**src/rtl/ma_pkg.sv**
```systemverilog
// ma_pkg: shared FSM state type and default watchdog limit for the memory access unit
package ma_pkg;
    typedef enum logic {IDLE, WAIT} state_e;
    localparam int MA_TIMEOUT = 16;
endpackage

```
**src/rtl/mem_access_unit_if.sv**
```systemverilog
// mem_access_unit_if: pipeline-side controls, data-memory port and MA/WB results of the memory stage
interface mem_access_unit_if;
    logic        MemRd, MemWr, MemSrc;
    logic [31:0] addr, store_data, wb_data;
    logic [4:0]  rd_in;
    logic        RegWr_in;
    logic        mem_req, mem_we;
    logic [31:0] mem_addr, mem_wdata, mem_rdata;
    logic        mem_ready;
    logic        stall;
    logic [4:0]  wb_rd;
    logic        wb_RegWr;
    logic [31:0] wb_value;
    logic        misalign, bus_err;
    modport master (
        input  MemRd, MemWr, MemSrc, addr, store_data, wb_data, rd_in, RegWr_in, mem_rdata, mem_ready,
        output mem_req, mem_we, mem_addr, mem_wdata, stall, wb_rd, wb_RegWr, wb_value, misalign, bus_err
    );
    modport slave (
        output MemRd, MemWr, MemSrc, addr, store_data, wb_data, rd_in, RegWr_in, mem_rdata, mem_ready,
        input  mem_req, mem_we, mem_addr, mem_wdata, stall, wb_rd, wb_RegWr, wb_value, misalign, bus_err
    );
endinterface

```
**src/rtl/ma_watchdog.sv**
```systemverilog
// ma_watchdog: counts WAIT cycles and flags the last one allowed before an access is aborted
module ma_watchdog import ma_pkg::*; #(
    parameter int TIMEOUT = MA_TIMEOUT
) (
    input  logic clk,
    input  logic rst,
    input  logic clear,
    input  logic enable,
    output logic expired
);
    localparam int W = $clog2(TIMEOUT) + 1;
    logic [W-1:0] cnt_q, cnt_d;
    assign cnt_d = clear ? '0 : enable ? cnt_q + W'(1) : cnt_q;
    assign expired = enable && cnt_q == W'(TIMEOUT - 1);
    always_ff @(posedge clk or posedge rst) begin
        if (rst) cnt_q <= '0;
        else cnt_q <= cnt_d;
    end
endmodule

```
**src/rtl/mem_access_unit.sv**
```systemverilog
// mem_access_unit: memory stage issuing one data-memory access at a time, with misalign/timeout handling and the MA/WB register
module mem_access_unit import ma_pkg::*; #(
    parameter int TIMEOUT = MA_TIMEOUT
) (
    input logic clk,
    input logic rst,
    mem_access_unit_if.master bus
);
    state_e      state_q, state_d;
    logic [31:0] addr_q, addr_d, wdata_q, wdata_d, value_q, value_d;
    logic [4:0]  rd_q, rd_d;
    logic        we_q, we_d, reg_wr_q, reg_wr_d, mis_q, mis_d, err_q, err_d;
    logic        access, accept, in_wait, expired, stall;
    assign access  = bus.MemRd | bus.MemWr;
    assign accept  = state_q == IDLE && access && bus.addr[1:0] == 2'b00;
    assign in_wait = state_q == WAIT;
    ma_watchdog #(.TIMEOUT(TIMEOUT)) u_watchdog (
        .clk(clk), .rst(rst), .clear(accept), .enable(in_wait), .expired(expired)
    );
    // Every path that does not write back a result leaves a bubble: rd/RegWr cleared, value held
    always_comb begin
        state_d  = state_q;
        addr_d   = addr_q;
        we_d     = we_q;
        wdata_d  = wdata_q;
        rd_d     = 5'd0;
        reg_wr_d = 1'b0;
        value_d  = value_q;
        mis_d    = 1'b0;
        err_d    = 1'b0;
        stall    = 1'b0;
        if (!in_wait) begin
            if (accept) begin
                state_d = WAIT;
                addr_d  = bus.addr;
                we_d    = bus.MemWr;
                wdata_d = bus.MemSrc ? bus.wb_data : bus.store_data;
                stall   = 1'b1;
            end else if (access) begin
                mis_d = 1'b1;
            end else begin
                rd_d     = bus.rd_in;
                reg_wr_d = bus.RegWr_in;
                value_d  = bus.addr;
            end
        end else if (bus.mem_ready) begin
            state_d  = IDLE;
            rd_d     = bus.rd_in;
            reg_wr_d = bus.RegWr_in;
            value_d  = we_q ? bus.addr : bus.mem_rdata;
        end else if (expired) begin
            state_d = IDLE;
            err_d   = 1'b1;
        end else begin
            stall = 1'b1;
        end
    end
    always_ff @(posedge clk or posedge rst) begin
        if (rst) begin
            state_q  <= IDLE;
            addr_q   <= '0;
            we_q     <= 1'b0;
            wdata_q  <= '0;
            rd_q     <= '0;
            reg_wr_q <= 1'b0;
            value_q  <= '0;
            mis_q    <= 1'b0;
            err_q    <= 1'b0;
        end else begin
            state_q  <= state_d;
            addr_q   <= addr_d;
            we_q     <= we_d;
            wdata_q  <= wdata_d;
            rd_q     <= rd_d;
            reg_wr_q <= reg_wr_d;
            value_q  <= value_d;
            mis_q    <= mis_d;
            err_q    <= err_d;
        end
    end
    assign bus.mem_req   = in_wait;
    assign bus.mem_we    = we_q;
    assign bus.mem_addr  = addr_q;
    assign bus.mem_wdata = wdata_q;
    assign bus.stall     = stall;
    assign bus.wb_rd     = rd_q;
    assign bus.wb_RegWr  = reg_wr_q;
    assign bus.wb_value  = value_q;
    assign bus.misalign  = mis_q;
    assign bus.bus_err   = err_q;
endmodule

```
**src/flat_wrapper.sv**
```systemverilog
// flat-port wrapper written by rule: the top's interface ports become plain ports
module mem_access_unit_flat import ma_pkg::*;
#(
    parameter int TIMEOUT = MA_TIMEOUT
)
  (clk, rst, bus_MemRd, bus_MemWr, bus_MemSrc, bus_addr, bus_store_data, bus_wb_data, bus_rd_in, bus_RegWr_in, bus_mem_rdata, bus_mem_ready, bus_mem_req, bus_mem_we, bus_mem_addr, bus_mem_wdata, bus_stall, bus_wb_rd, bus_wb_RegWr, bus_wb_value, bus_misalign, bus_bus_err);
  mem_access_unit_if bus_i ();
  input logic clk;
  input logic rst;
  input wire logic [$bits(bus_i.MemRd)-1:0] bus_MemRd;
  input wire logic [$bits(bus_i.MemWr)-1:0] bus_MemWr;
  input wire logic [$bits(bus_i.MemSrc)-1:0] bus_MemSrc;
  input wire logic [$bits(bus_i.addr)-1:0] bus_addr;
  input wire logic [$bits(bus_i.store_data)-1:0] bus_store_data;
  input wire logic [$bits(bus_i.wb_data)-1:0] bus_wb_data;
  input wire logic [$bits(bus_i.rd_in)-1:0] bus_rd_in;
  input wire logic [$bits(bus_i.RegWr_in)-1:0] bus_RegWr_in;
  input wire logic [$bits(bus_i.mem_rdata)-1:0] bus_mem_rdata;
  input wire logic [$bits(bus_i.mem_ready)-1:0] bus_mem_ready;
  output wire logic [$bits(bus_i.mem_req)-1:0] bus_mem_req;
  output wire logic [$bits(bus_i.mem_we)-1:0] bus_mem_we;
  output wire logic [$bits(bus_i.mem_addr)-1:0] bus_mem_addr;
  output wire logic [$bits(bus_i.mem_wdata)-1:0] bus_mem_wdata;
  output wire logic [$bits(bus_i.stall)-1:0] bus_stall;
  output wire logic [$bits(bus_i.wb_rd)-1:0] bus_wb_rd;
  output wire logic [$bits(bus_i.wb_RegWr)-1:0] bus_wb_RegWr;
  output wire logic [$bits(bus_i.wb_value)-1:0] bus_wb_value;
  output wire logic [$bits(bus_i.misalign)-1:0] bus_misalign;
  output wire logic [$bits(bus_i.bus_err)-1:0] bus_bus_err;
  assign bus_i.MemRd = bus_MemRd;
  assign bus_i.MemWr = bus_MemWr;
  assign bus_i.MemSrc = bus_MemSrc;
  assign bus_i.addr = bus_addr;
  assign bus_i.store_data = bus_store_data;
  assign bus_i.wb_data = bus_wb_data;
  assign bus_i.rd_in = bus_rd_in;
  assign bus_i.RegWr_in = bus_RegWr_in;
  assign bus_i.mem_rdata = bus_mem_rdata;
  assign bus_i.mem_ready = bus_mem_ready;
  assign bus_mem_req = bus_i.mem_req;
  assign bus_mem_we = bus_i.mem_we;
  assign bus_mem_addr = bus_i.mem_addr;
  assign bus_mem_wdata = bus_i.mem_wdata;
  assign bus_stall = bus_i.stall;
  assign bus_wb_rd = bus_i.wb_rd;
  assign bus_wb_RegWr = bus_i.wb_RegWr;
  assign bus_wb_value = bus_i.wb_value;
  assign bus_misalign = bus_i.misalign;
  assign bus_bus_err = bus_i.bus_err;
  mem_access_unit #(.TIMEOUT(TIMEOUT)) u_core (.clk(clk), .rst(rst), .bus(bus_i));
endmodule
```
**config.mk**
```make
export PLATFORM = sky130hd
export DESIGN_NAME = mem_access_unit_flat
export DESIGN_NICKNAME = d
export VERILOG_FILES = /design/src/rtl/ma_pkg.sv /design/src/rtl/mem_access_unit_if.sv /design/src/rtl/ma_watchdog.sv /design/src/rtl/mem_access_unit.sv /design/src/flat_wrapper.sv
export SDC_FILE = /design/constraint.sdc
export NUM_CORES = 1
export LEC_CHECK = 0
export ABC_AREA = 1
export BUFFER_PORTS_ARGS = -buffer_cell sky130_fd_sc_hd__buf_2
export CORE_UTILIZATION = 42
export DETAILED_ROUTE_END_ITERATION = 8
export HOLD_SLACK_MARGIN = 0.12
export PLACE_DENSITY = 0.87
export SKIP_LAST_GASP = 1
export SYNTH_ARGS = -nofsm -noshare
export SYNTH_HDL_FRONTEND = slang
export SYNTH_HIERARCHICAL = 1
export SYNTH_SLANG_ARGS = --single-unit
```
**constraint.sdc**
```tcl
create_clock -name clk -period 2.9 [get_ports clk]
set_input_delay 0 -clock clk [delete_from_list [all_inputs] [get_ports clk]]
set_output_delay 0 -clock clk [all_outputs]
set_load 0.02 [all_outputs]
```
==> results by group <==
Global routing
  • Largest net degree at the start of global routing: 74
  • Initial antenna violation count: 0
  • GR Overflow Total: 0
  • First-pass GRT wire length: 31390 microns
  • GR Util All Layers: 30.99%
  • Vias in the first global route: 6756

Setup path
  • Req. time, crit path: 3.18 ns
  • Worst reg2reg path depth: 6
  • Worst Path Arrival: 2.78 ns
  • CP endpoint kind: flop
  • Crit path max fanout: 39
  • Critical R2R Launch: u_core/bus.mem_req
  • Beginning of the critical path: u_core/bus.mem_req
  • CP startpoint kind: flop
  • Critical path class: reg -> reg

Routing
  • Drt wl/cell: 16.24 microns
  • Via count: 6565
  • Number of DRC markers in iteration 0: 734
  • DRC viols: 0
  • Vias/cell: 5.239
  • First-pass DRT Iterations: 6
  • Wire length after detailed routing: 20350 microns
  • Post-DRT Antenna Nets: 0

Power
  • VDD IR max: 0.3385 mV
  • Pint: 0.003278 W
  • Clock power share: 25.0%
  • Register share of total power: 40.1%
  • Net Switching: 0.001930 W
  • Pwr dens: 612.1 nW/um^2
  • P_leak: 4.843 nW
  • Logic gate share of total power: 35.0%
  • Switching portion of total power: 37.05%

Layout
  • Multi-input combinational cell area: 2196 sq um
  • Fillers: 880
  • Synth-to-Final Area Change: 60.34%
  • Fin nets: 1222
  • Commonest non-fill, non-tap cell in the layout: nand2_1
  • Final Cell Area: 8508 sq um
  • Layout cells sized above 1: 26.36%
  • Register area: 2779 sq um
  • Commonest cells after routing, fill and taps aside: 361 x nand2_1, 246 x buf_2, 159 x dlygate4sd3_1
  • # diodes: 0

STA
  • Rel. slew slack: 33.75%
  • Setup TNS Final: 0 ns
  • Min Tclk post-route: 2.495 ns
  • RSZ-0062 raised after global routing: false
  • Hold Vio Cnt, Final: 0
  • Pins Over Slew Limit: 0
  • Endpoints failing setup: 0
  • Clock skew: 0.01004 ns
  • Max Fclk: 400.9 MHz
  • Final worst-path cycle share: 86.02%
  • Measured slew at the worst slew-check pin: 0.9926 ns

Floorplan
  • CORE AREA: 12160 sq um
  • Core Rows: 40
  • Die Width: 114.4 microns
  • I/O pins: 247
  • Initial Util: 43.63%
  • Die area: 13090 sq um
  • Die height: 114.4 microns

CTS
  • Root buf cell: clkbuf_16
  • Post-CTS setup buffers: 0
  • Clock-pin slew on the worst setup and hold paths: 0.08 ns
  • Clock latency on the worst-skew pair: 0.35 ns
  • H-tree Lvls: 3
  • Clk sinks: 111
  • CTS tree: done
  • Num CTS Buffers: 9
  • Number of gates resized after CTS: 0
  • Max Root-Sink Buffers: 2

Yosys
  • Netlist cell types: 23
  • XOR/XNOR Fraction of Synth Area: 0%
  • Syn_area_per_cell: 7.591 sq um
  • Syn Inst Count: 699
  • Compound-Gate Fraction of Synth Area: 0.4716%
  • Post-synth EDFFs: 0
  • Synthesis-stage register bit count: 111
  • Mux cell area share after synthesis: 0%
  • Main synth FF type: dfrtp_1
  • Syn. warnings: 6
  • Main combinational cell family by area after synthesis: simple AND/OR/NAND/NOR gates
  • Post-Synth Adder-Cell Area: 0.4716%
  • Synthesized area: 5306 sq um
  • Post-synth ARST share: 100.0%
  • Synth Net Count: 841
  • Post-synthesis simple-gate area fraction: 40.30%
  • Sequential area share after synthesis: 52.35%

Placed design
  • Placed cell areas: 6600 sq um
  • Routability cong.: 0.8169
  • HPWL Detailed: 11260 microns
  • I/O Buffers: 246

Run status
  • Status: completed

Hold path
  • Min-delay src: bus_addr[0]
  • Worst Hold Class: in -> reg
  • Worst Hold Depth: 4

Flow run
  • Number of max-cap violations: 0
power by group through the flow:
stage	combinational, W	clock (W)	sequential (W)
4_1_cts	0.00176	0.00131	0.00207
3_5_place_dp	0.00158	0	0.00210
5_1_grt	0.00195	0.00139	0.00212
6_report	0.00182	0.00130	0.00209
2_1_floorplan	0.000595	0	0.00247
3_3_place_gp	0.00153	0	0.00209
layout make-up:
| cell class | count | share of cell area [%] |
|---|---|---|
| timing repair buffer | 416 | 34.29 |
| clock inverter | 5 | 0.7500 |
| tap | 168 | 2.471 |
| clock buffer | 11 | 2.971 |
| sequential | 111 | 32.66 |
| inverter | 23 | 1.044 |
| multi-input combinational | 519 | 25.81 |
registers in the layout (all words and copies together) (netlist names):
signal	count
u_core/u_watchdog/cnt_q	5
u_core/bus.wb_RegWr	1
u_core/bus.mem_req	1
u_core/bus.mem_wdata	32
u_core/bus.misalign	1
u_core/bus.wb_value	32
u_core/bus.bus_err	1
u_core/bus.mem_addr	32
u_core/bus.mem_we	1
u_core/bus.wb_rd	5
Yosys cell counts, types with 2 or more instances:
cell type	n	area (sq um)
nand3_1	130	650.6
nor2_4	3	33.78
clkbuf_1	6	22.52
a21oi_1	3	15.01
buf_1	3	11.26
ha_1	2	25.02
nand2_2	2	12.51
dfrtp_1	111	2778
buf_6	4	45.04
buf_4	4	30.03
buf_2	29	145.1
nor2_1	9	33.78
inv_1	22	82.58
o21ai_0	2	10.01
nand2_1	361	1355
through the flow:
stage	setup WS (ns)	instances	hold slack (ns)	total power, W	utilization (%)
floorplan	0.1111	699	-0.2215	0.003061	-
global route	0.3022	1253	0.1359	0.005458	69.96
global placement	0.9781	1078	-0.05910	0.003627	54.27
CTS	0.4359	1253	0.1205	0.005147	69.96
finish	0.4055	1253	0.1276	0.005208	69.96
detailed placement	0.9084	1078	-0.04985	0.003672	54.27
cell families after synthesis:
family | after synthesis
fa+ha+maj | 2
flops | 111
compound gates | 5
simple gates | 512
buf+inv | 69
critical path, stage by stage (launching register included):
cell	delay [ns]
dfrtp_2	0.55
buf_4	0.30
nor2_4	0.54
buf_12	0.29
nand3_1	0.10
dlygate4sd3_1	0.59
nand2_1	0.06
worst paths after layout:
kind,endpoint,slack [ns]
worst max register to register,u_core/bus.mem_we,0.41
min in group asynchronous,u_core/u_watchdog/cnt_q[2],0.15
worst min-delay path,u_core/bus.mem_addr[8],0.13
max in group asynchronous,u_core/bus.mem_addr[18],1.67
worst min register to register,u_core/bus.mem_wdata[1],0.48
worst max-delay path,u_core/bus.mem_we,0.41
repair_timing:
item / 4_1_cts / 5_1_grt
hold buffers: 159 / 0
setup endpoints to repair: 0 / 0
endpoints found under the hold margin: 180 / 0
layer usage:
layer / part of all wire (%) / track usage [%] / wire length [microns] / vias up
met5: 0 / 0 / 0 / -
li1: - / - / - / 2953
met4: 4.9 / 20.87 / 991 / 0
met3: 7.9 / 5.188 / 1605 / 109
met1: 36 / 34.00 / 7276 / 3018
met2: 51 / 55.07 / 10470 / 485
Note: power is estimated with default switching activity, not from simulation.
